===== src/rtl/nbody_step_seq.sv =====
// nbody_step_seq: bus registers, software load/readback and the
// kick/drift address sequencing for the N-body accelerator.
module nbody_step_seq #(
  parameter int BODIES     = 512,
  parameter int DATA_WIDTH = 64,
  parameter int ADDR_WIDTH = 16,
  parameter int BAW        = $clog2(BODIES),
  parameter int RAM_LAT    = 1,
  parameter int ACCL_LAT   = 122,
  parameter int ADD_LAT    = 20,
  parameter int MIN_BODIES = ADD_LAT + 2,
  parameter int STEP_W     = 32
) (
  input  logic                  clk,
  input  logic                  rst,
  input  logic                  chipselect,
  input  logic                  read,
  input  logic                  write,
  input  logic [ADDR_WIDTH-1:0] addr,
  input  logic [DATA_WIDTH-1:0] writedata,
  output logic [DATA_WIDTH-1:0] readdata,
  output logic                  irq,
  input  logic [DATA_WIDTH-1:0] x_q,
  input  logic [DATA_WIDTH-1:0] y_q,
  output logic [BAW-1:0]        p_addr_i,
  output logic [BAW-1:0]        p_addr_j,
  output logic [BAW-1:0]        m_addr,
  output logic [BAW-1:0]        v_rd_addr,
  output logic [BAW-1:0]        v_wr_addr,
  output logic                  v_wren,
  output logic [BAW-1:0]        p_wr_addr,
  output logic                  p_wren,
  output logic                  kick_valid,
  output logic                  half_kick,
  output logic [4:0]            sw_wren
);
  localparam int D  = RAM_LAT + ACCL_LAT + ADD_LAT;
  localparam int P  = RAM_LAT + ADD_LAT;
  localparam int CW = $clog2(D + 1);
  localparam int IW = BAW + 1;

  localparam logic [IW-1:0] NMIN = IW'(MIN_BODIES);
  localparam logic [IW-1:0] NMAX = IW'(BODIES);

  localparam logic [6:0] FN_CTRL  = 7'h00;
  localparam logic [6:0] FN_N     = 7'h02;
  localparam logic [6:0] FN_X     = 7'h03;
  localparam logic [6:0] FN_Y     = 7'h04;
  localparam logic [6:0] FN_M     = 7'h05;
  localparam logic [6:0] FN_VX    = 7'h06;
  localparam logic [6:0] FN_VY    = 7'h07;
  localparam logic [6:0] FN_STEPS = 7'h08;
  localparam logic [6:0] FN_STAT  = 7'h40;
  localparam logic [6:0] FN_XQ    = 7'h41;
  localparam logic [6:0] FN_YQ    = 7'h42;
  localparam logic [6:0] FN_CNT   = 7'h43;

  typedef enum logic [2:0] {
    IDLE, ACCEL, ACCEL_DRAIN, POS, POS_DRAIN
  } state_t;

  state_t state, state_n;

  logic [6:0]        fn;
  logic [BAW-1:0]    a;
  logic              wr, rd, ctrl_wr;
  logic              busy, cfg_ok, start, stop;
  logic [IW-1:0]     n_bodies;
  logic [STEP_W-1:0] steps, step_count;
  logic              done, err, irq_en;
  logic [IW-1:0]     i, j, k, j1, jn;
  logic              wrap, last_pair;
  logic [CW-1:0]     cnt;
  logic              step_end, final_step;
  logic [D-1:0]      vd;
  logic [IW-1:0]     jd [D];
  logic [P-1:0]      pv;
  logic [IW-1:0]     pk [P];
  logic              unused_bits;

  assign fn      = addr[ADDR_WIDTH-1 -: 7];
  assign a       = addr[BAW-1:0];
  assign wr      = chipselect & write;
  assign rd      = chipselect & read;
  assign ctrl_wr = wr && fn == FN_CTRL;
  assign busy    = state != IDLE;
  assign cfg_ok  = n_bodies >= NMIN && n_bodies <= NMAX
                && steps != '0;
  assign start   = ctrl_wr & writedata[0] & ~busy;
  // Clearing go while running is treated the same as abort.
  assign stop    = ctrl_wr & busy & (writedata[1] | ~writedata[0]);

  assign step_end   = state == POS_DRAIN && cnt == '0;
  assign final_step = step_count + 1'b1 == steps;

  assign irq        = done & irq_en;
  assign kick_valid = vd[RAM_LAT+ACCL_LAT-1];
  assign v_wren     = vd[D-1];
  assign p_wren     = pv[P-1];
  assign half_kick  = (state == ACCEL || state == ACCEL_DRAIN)
                   && step_count == '0;

  assign unused_bits = ^writedata[DATA_WIDTH-1:STEP_W];

  // Next pair with the diagonal skipped in the same cycle.
  always_comb begin
    j1        = j + 1'b1;
    jn        = (j1 == i) ? j + IW'(2) : j1;
    wrap      = jn >= n_bodies;
    last_pair = wrap && (i + 1'b1 == n_bodies);
  end

  always_comb begin
    state_n = state;
    unique case (state)
      IDLE:        if (start && cfg_ok) state_n = ACCEL;
      ACCEL:       if (last_pair) state_n = ACCEL_DRAIN;
      ACCEL_DRAIN: if (cnt == '0) state_n = POS;
      POS:         if (k == n_bodies - 1'b1) state_n = POS_DRAIN;
      POS_DRAIN:   if (cnt == '0) state_n = final_step ? IDLE : ACCEL;
      default:     state_n = IDLE;
    endcase
    if (stop) state_n = IDLE;
  end

  always_ff @(posedge clk or posedge rst) begin
    if (rst) begin
      state <= IDLE;
      i     <= '0;
      j     <= '0;
      k     <= '0;
      cnt   <= '0;
      vd    <= '0;
      pv    <= '0;
      for (int n = 0; n < D; n++) jd[n] <= '0;
      for (int n = 0; n < P; n++) pk[n] <= '0;
    end else begin
      state <= state_n;
      vd    <= {vd[D-2:0], state == ACCEL};
      pv    <= {pv[P-2:0], state == POS};
      jd[0] <= j;
      pk[0] <= k;
      for (int n = 1; n < D; n++) jd[n] <= jd[n-1];
      for (int n = 1; n < P; n++) pk[n] <= pk[n-1];
      unique case (state)
        IDLE: begin
          i <= '0;
          j <= IW'(1);
        end
        ACCEL: begin
          if (last_pair) begin
            cnt <= CW'(D - 1);
          end else if (wrap) begin
            i <= i + 1'b1;
            j <= '0;
          end else begin
            j <= jn;
          end
        end
        ACCEL_DRAIN: begin
          cnt <= cnt - 1'b1;
          k   <= '0;
        end
        POS: begin
          k   <= k + 1'b1;
          cnt <= CW'(P - 1);
        end
        POS_DRAIN: begin
          cnt <= cnt - 1'b1;
          i   <= '0;
          j   <= IW'(1);
        end
      endcase
      if (stop) begin
        vd <= '0;
        pv <= '0;
      end
    end
  end

  always_ff @(posedge clk or posedge rst) begin
    if (rst) begin
      readdata   <= '0;
      n_bodies   <= '0;
      steps      <= '0;
      step_count <= '0;
      irq_en     <= 1'b0;
      done       <= 1'b0;
      err        <= 1'b0;
    end else begin
      if (wr && !busy && fn == FN_N)
        n_bodies <= writedata[IW-1:0];
      if (wr && !busy && fn == FN_STEPS)
        steps <= writedata[STEP_W-1:0];
      if (ctrl_wr)
        irq_en <= writedata[2];
      if (start) begin
        err <= ~cfg_ok;
        if (cfg_ok) begin
          done       <= 1'b0;
          step_count <= '0;
        end
      end
      if (stop)
        done <= 1'b0;
      if (step_end && !stop) begin
        step_count <= step_count + 1'b1;
        if (final_step) done <= 1'b1;
      end
      if (rd) begin
        unique case (fn)
          FN_STAT: readdata <= DATA_WIDTH'({err, busy, done});
          FN_XQ:   readdata <= x_q;
          FN_YQ:   readdata <= y_q;
          FN_CNT:  readdata <= DATA_WIDTH'(step_count);
          default: readdata <= '1;
        endcase
      end
    end
  end

  always_comb begin
    sw_wren = '0;
    if (wr && !busy) begin
      unique case (fn)
        FN_X:    sw_wren = 5'b00001;
        FN_Y:    sw_wren = 5'b00010;
        FN_M:    sw_wren = 5'b00100;
        FN_VX:   sw_wren = 5'b01000;
        FN_VY:   sw_wren = 5'b10000;
        default: sw_wren = '0;
      endcase
    end
  end

  always_comb begin
    p_addr_i  = a;
    p_addr_j  = a;
    m_addr    = a;
    v_rd_addr = a;
    v_wr_addr = a;
    p_wr_addr = a;
    unique case (state)
      ACCEL, ACCEL_DRAIN: begin
        p_addr_i  = i[BAW-1:0];
        p_addr_j  = j[BAW-1:0];
        m_addr    = i[BAW-1:0];
        v_rd_addr = jd[ACCL_LAT-1][BAW-1:0];
        v_wr_addr = jd[D-1][BAW-1:0];
        p_wr_addr = pk[P-1][BAW-1:0];
      end
      POS, POS_DRAIN: begin
        p_addr_i  = pk[P-1][BAW-1:0];
        p_addr_j  = k[BAW-1:0];
        m_addr    = i[BAW-1:0];
        v_rd_addr = k[BAW-1:0];
        v_wr_addr = jd[D-1][BAW-1:0];
        p_wr_addr = pk[P-1][BAW-1:0];
      end
      default: ;
    endcase
  end

endmodule


===== config.mk =====
export PLATFORM = sky130hd
export DESIGN_NAME = nbody_step_seq
export DESIGN_NICKNAME = d
export VERILOG_FILES = /design/src/rtl/nbody_step_seq.sv
export SDC_FILE = /design/constraint.sdc
export NUM_CORES = 2
export LEC_CHECK = 0
export ABC_AREA = 1
export CORE_UTILIZATION = 55
export CTS_BUF_LIST = sky130_fd_sc_hd__clkbuf_8
export CTS_CLUSTER_DIAMETER = 120
export DETAILED_ROUTE_END_ITERATION = 8
export GPL_TIMING_DRIVEN = 1
export PLACE_DENSITY = 0.73
export REMOVE_ABC_BUFFERS = 1
export SLEW_MARGIN = 20
export SYNTH_ARGS = -nofsm -noshare
export SYNTH_HDL_FRONTEND = slang
export SYNTH_SLANG_ARGS = --single-unit
export TNS_END_PERCENT = 10

===== constraint.sdc =====
create_clock -name clk -period 87.5 [get_ports clk]
set_input_delay 13.125 -clock clk [delete_from_list [all_inputs] [get_ports clk]]
set_output_delay 13.125 -clock clk [all_outputs]
set_load 0.02 [all_outputs]

## Word level (Yosys, flattened, before mapping)

Index checks and enable logic that the tools add are counted.

| storage, ports and cells | value |
|---|---|
| bits in read-only memories | 0 |
| memories | 0 |
| bits in writable memories | 0 |
| latch bits | 0 |
| word-level logic and storage cells | 298 |
| flip-flop bits (word level) | 1822 |

| operators by class | value |
|---|---|
| bitwise operators | 11 |
| add/subtract/negate cells | 7 |
| shift operators | 0 |
| magnitude comparators | 3 |
| equality and inequality tests | 27 |
| $mul | 0 |
| multiplexer cells | 37 |
| reductions and logical operators | 35 |
| div/mod/pow operators | 0 |

Operator list:

| cell | count |
|---|---|
| $pmux 64 s4 | 1 |
| $mux 143 | 1 |
| $mux 32 | 3 |
| $pmux 10 s2 | 3 |
| $pmux 9 s2 | 3 |
| $mux 10 | 5 |
| $add 32x1->32 const B | 1 |
| $eq 32x32->1 | 1 |
| $logic_not 32->1 | 1 |
| $reduce_bool 32->1 | 1 |
| $add 10x1->10 const B | 3 |
| $eq 10x10->1 | 3 |
| $eq 7x3->1 const B | 4 |
| $eq 7x7->1 const B | 4 |
| $mux 9 | 3 |
| $pmux 5 s5 | 1 |
| $pmux 8 s3 | 1 |
| $mux 21 | 1 |
| $mux 3 | 6 |
| $pmux 3 s5 | 1 |
| $eq 7x2->1 const B | 2 |
| $ne 3x3->1 const B | 4 |
| $logic_and 1x1->1 | 11 |
| $add 10x2->10 const B | 1 |
| other kinds (29) | 55 |

## Depth between registers and ports, before layout

| logic depth | value |
|---|---|
| depth after elaboration | 8 |
| gate-level depth with buffers | 27 |

## Worst setup path after synthesis

OpenSTA, ideal clock, no wires.

| path | value |
|---|---|
| path type | input port to output port |
| from | input addr[14] |
| to | output sw_wren[1] |
| path slack | 60.483 ns |
| path buffers | 0 |
| arrival time | 13.892 ns |
| required time | 74.375 ns |
| cell stages on the path | 5 |
| cell sequence | nor2_1 > nand2_1 > nor3_1 > nand2_1 > nor2_1 |

| between the ends | value |
|---|---|
| longest elaborated chain between the ends | 3 |
| elaborated cells between the ends (all ways) | 7 |
| those cells by class | eq/ne: 5; mux: 2 |

RTL lines:

| element | RTL line | source |
|---|---|---|
| start: declaration | 19 | `input logic [ADDR_WIDTH-1:0] addr,` |
| $eq 7x3->1 / $eq 7x2->1 (equally long branches) | 225 | `unique case (fn)` |
| $pmux 5 s5 * | 225 |  |
| $mux 5 * | 224 | `if (wr && !busy) begin` |
| end: declaration | 35 | `output logic [4:0] sw_wren` |

Mark *: on every way between the ends. The rest lies on a longest branch, timed or not.

## Worst setup path after layout

| path | value |
|---|---|
| from | input addr[10] |
| to | output sw_wren[3] |

The elaborated chain is that of the path after synthesis.

==> key figures <==
Run status
  – Outcome: complete, no violations

STA
  – Clock Skew: 81.1 ps
  – Max-slew violations: 0
  – RSZ-0062 raised after global routing: false
  – Fmax: 35.4 MHz
  – WHS: 292 ps
  – Worst-margin pin slew: 1000 ps
  – Worst rel slew slack: 33.1%
  – Hold Violations, Final: 0
  – Final cycle utilization of the critical path: 32.3%
  – Final setup viols: 0
  – Setup TNS: 0 ps
  – Crit path time final: 28240 ps

Logic synthesis
  – Post-synthesis sequential area ratio: 83.7%
  – Post-Syn Area per Cell: 14.7 sq um
  – Dominant synthesized flop cell: dfrtp_1
  – YS warnings: 0
  – Synth top cells by count: dfrtp_1 (1822), nand2_1 (642), inv_1 (361)
  – Post-synthesis register bit count: 1822
  – Synth Instances: 3701
  – Post-synth top area share: 83.7%
  – Post-synth EDFFs: 0
  – Syn Std Cell Area: 54400 sq um
  – Distinct cells, synth: 49
  – Top cell type by total area after synthesis: dfrtp_1
  – Top-count cell post-synth: dfrtp_1
  – Synth top area cells: dfrtp_1 (84%), nand2_1 (4.4%), inv_1 (2.5%)
  – Synth async-reset ratio: 100%

Setup path
  – Setup crit start: addr[10]
  – Startpoint Class: input port
  – Worst-path fanout max: 8
  – R2r startpoint: j[0]
  – Worst Setup Path Type: input port to output pin
  – Worst R2R End: i[6]
  – Crit end category: output pin
  – R2R depth: 21
  – Critical Path AT: 15110 ps
  – Worst reg-to-reg setup slack: 82810 ps
  – CP required: 74380 ps

Floorplanning
  – Core area: 98300 sq um
  – Initial Util: 55.4%
  – Num rows: 115
  – Total die area: 100000 sq um
  – Die H: 317 um
  – Ports: 341
  – Die X: 317 um

Clock network
  – Worst-Skew Late Latency: 930 ps
  – Post-CTS Setup Bufs: 0
  – CTS tree: built
  – # hold bufs at CTS: 0
  – Clock Tree Root: clkbuf_8
  – TritonCTS Buffers: 289
  – CTS Buffer Depth: 4
  – Reg clk slew, reported paths: 60 ps
  – Post-CTS Resized: 0
  – CTS Sinks: 1822
  – Htree depth: 5

Hold path
  – Worst hold stages: 0
  – Min-delay worst type: flop to flop
  – Worst Hold Path EP: jd[901]
  – Hold path start: jd[911]

Power
  – Pleak: 0.0345 uW
  – Comb pwr share: 12.7%
  – Switching Power: 494 uW
  – P per Cell Area: 28.4 nW/um^2
  – Switching Share: 26.9%
  – Reg power frac: 50.4%
  – Clock share of power: 36.9%
  – Internal: 1340 uW
  – Max IR drop VDD: 0.0148 mV

Finish
  – Nets: 4491
  – Fraction of layout cells with a size suffix above 1: 11.4%
  – Synth-to-Final Area Change: 18.9%

Route
  – Via count: 28519
  – DRC: 0
  – Pre-antenna DRT Iters: 5
  – Wirelength per Cell: 18.4 um
  – Routed Antenna Nets: 0
  – Number of DRC markers in iteration 0: 1984
  – Vias per cell: 4.96
  – Drt total wl: 106000 um

Placement
  – HPWL Detailed: 68300 um
  – RD Place Congestion: 0.932
  – Number of I/O port buffers: 308

Flow run
  – Max capacitance violation total: 0

GRT
  – Largest net degree at the start of global routing: 186
  – Congestion Overflow GR: 0
  – First-pass GRT wire length: 167000 um
  – GRT Resource Usage Total: 22.0%
  – Vias in the first global route: 30352
  – Initial antenna violation count: 10
## flip-flops by register name (all words and copies together), names as in the netlist, 21 cells and up
signal / flops
jd: 1287
pv: 21
steps: 32
pk: 189
vd: 143
step_count: 32
readdata: 64
## per-stage QoR
step | power [uW] | setup slack [ps] | std cells | area (sq um) | util, %
after floorplan | 1080 | 22930 | 3623 | 54100 | -
after global placement | 1160 | 59240 | 5253 | 59100 | 60.1
after detailed placement | 1170 | 59230 | 5253 | 59100 | 60.1
after CTS | 1860 | 59220 | 5738 | 64600 | 65.8
after global routing | 1930 | 59170 | 5741 | 64700 | 65.8
final | 1840 | 59260 | 5746 | 64700 | 65.9
## critical path: stages
cell	delay [ps]
clkdlybuf4s50_1	540
clkinv_1	80
buf_4	150
nor2_4	330
inv_1	130
nor2_1	140
clkdlybuf4s50_1	620
## cell families after synthesis
kind of cell    synth area share, %
xor+xnor                      0.984
fa+ha+maj                     0.437
simple gates                   8.34
buf+inv                        3.18
compound gates                 2.86
flops                          83.7
mux                           0.455
## worst max-delay path by stage
stage	end	slack [ps]	depth (start not counted)
floorplan	cnt[0]	22930	1
global placement	sw_wren[3]	59240	7
detailed placement	sw_wren[3]	59230	7
CTS	sw_wren[3]	59220	7
global route	sw_wren[3]	59170	7
finish	sw_wren[3]	59260	7
## power groups by stage
stage	registers (uW)	clock network, uW	logic [uW]
2_1_floorplan	935	0	143
3_3_place_gp	938	0	223
3_5_place_dp	941	0	230
4_1_cts	927	701	232
5_1_grt	931	738	258
6_report	927	678	233
## cells in the final DEF, fill, tap and decap left out, types with 6 or more instances in the layout
master,synthesis,final
a21oi_1,36,36
a31oi_1,38,38
buf_4,2,25
buf_6,2,9
clkbuf_8,0,349
clkdlybuf4s50_1,0,307
clkinv_2,0,20
clkinvlp_4,0,8
dfrtp_1,1822,1822
diode_2,0,6
ha_1,19,19
inv_1,361,457
inv_2,9,10
mux2_2,22,22
nand2_1,642,640
nand2_2,8,9
nand3_1,175,175
nand4_1,23,23
nor2_1,170,168
nor2_2,10,10
nor2_4,5,7
nor3_1,13,13
nor4_1,7,7
o2111ai_1,15,15
o211ai_1,8,8
o21ai_0,104,104
o21ai_1,9,9
o21ai_2,6,6
o221ai_1,9,9
o22ai_1,22,22
xnor2_1,11,11
xor2_1,45,45
## routing by layer
| metal | global-route usage [%] | up-vias | part of all wire (%) |
|---|---|---|---|
| met1 | 30.7 | 14519 | 43 |
| met3 | 5.72 | 235 | 7.2 |
| met4 | 10.1 | 4 | 3.5 |
| li1 | - | 12740 | - |
| met5 | 0 | - | 0.026 |
| met2 | 33.0 | 1021 | 46 |
## cell type report
cell class | instances | area [sq um]
flip-flops and latches | 1822 | 45600
fillers | 6673 | 33600
multi-input cells | 1430 | 7140
clock buffers | 349 | 4800
repair buffers | 345 | 3430
well taps | 1287 | 1610
inverters | 371 | 1400
clock inverters | 136 | 717
diodes | 6 | 15.0
Power figures use the tool's default switching activity.
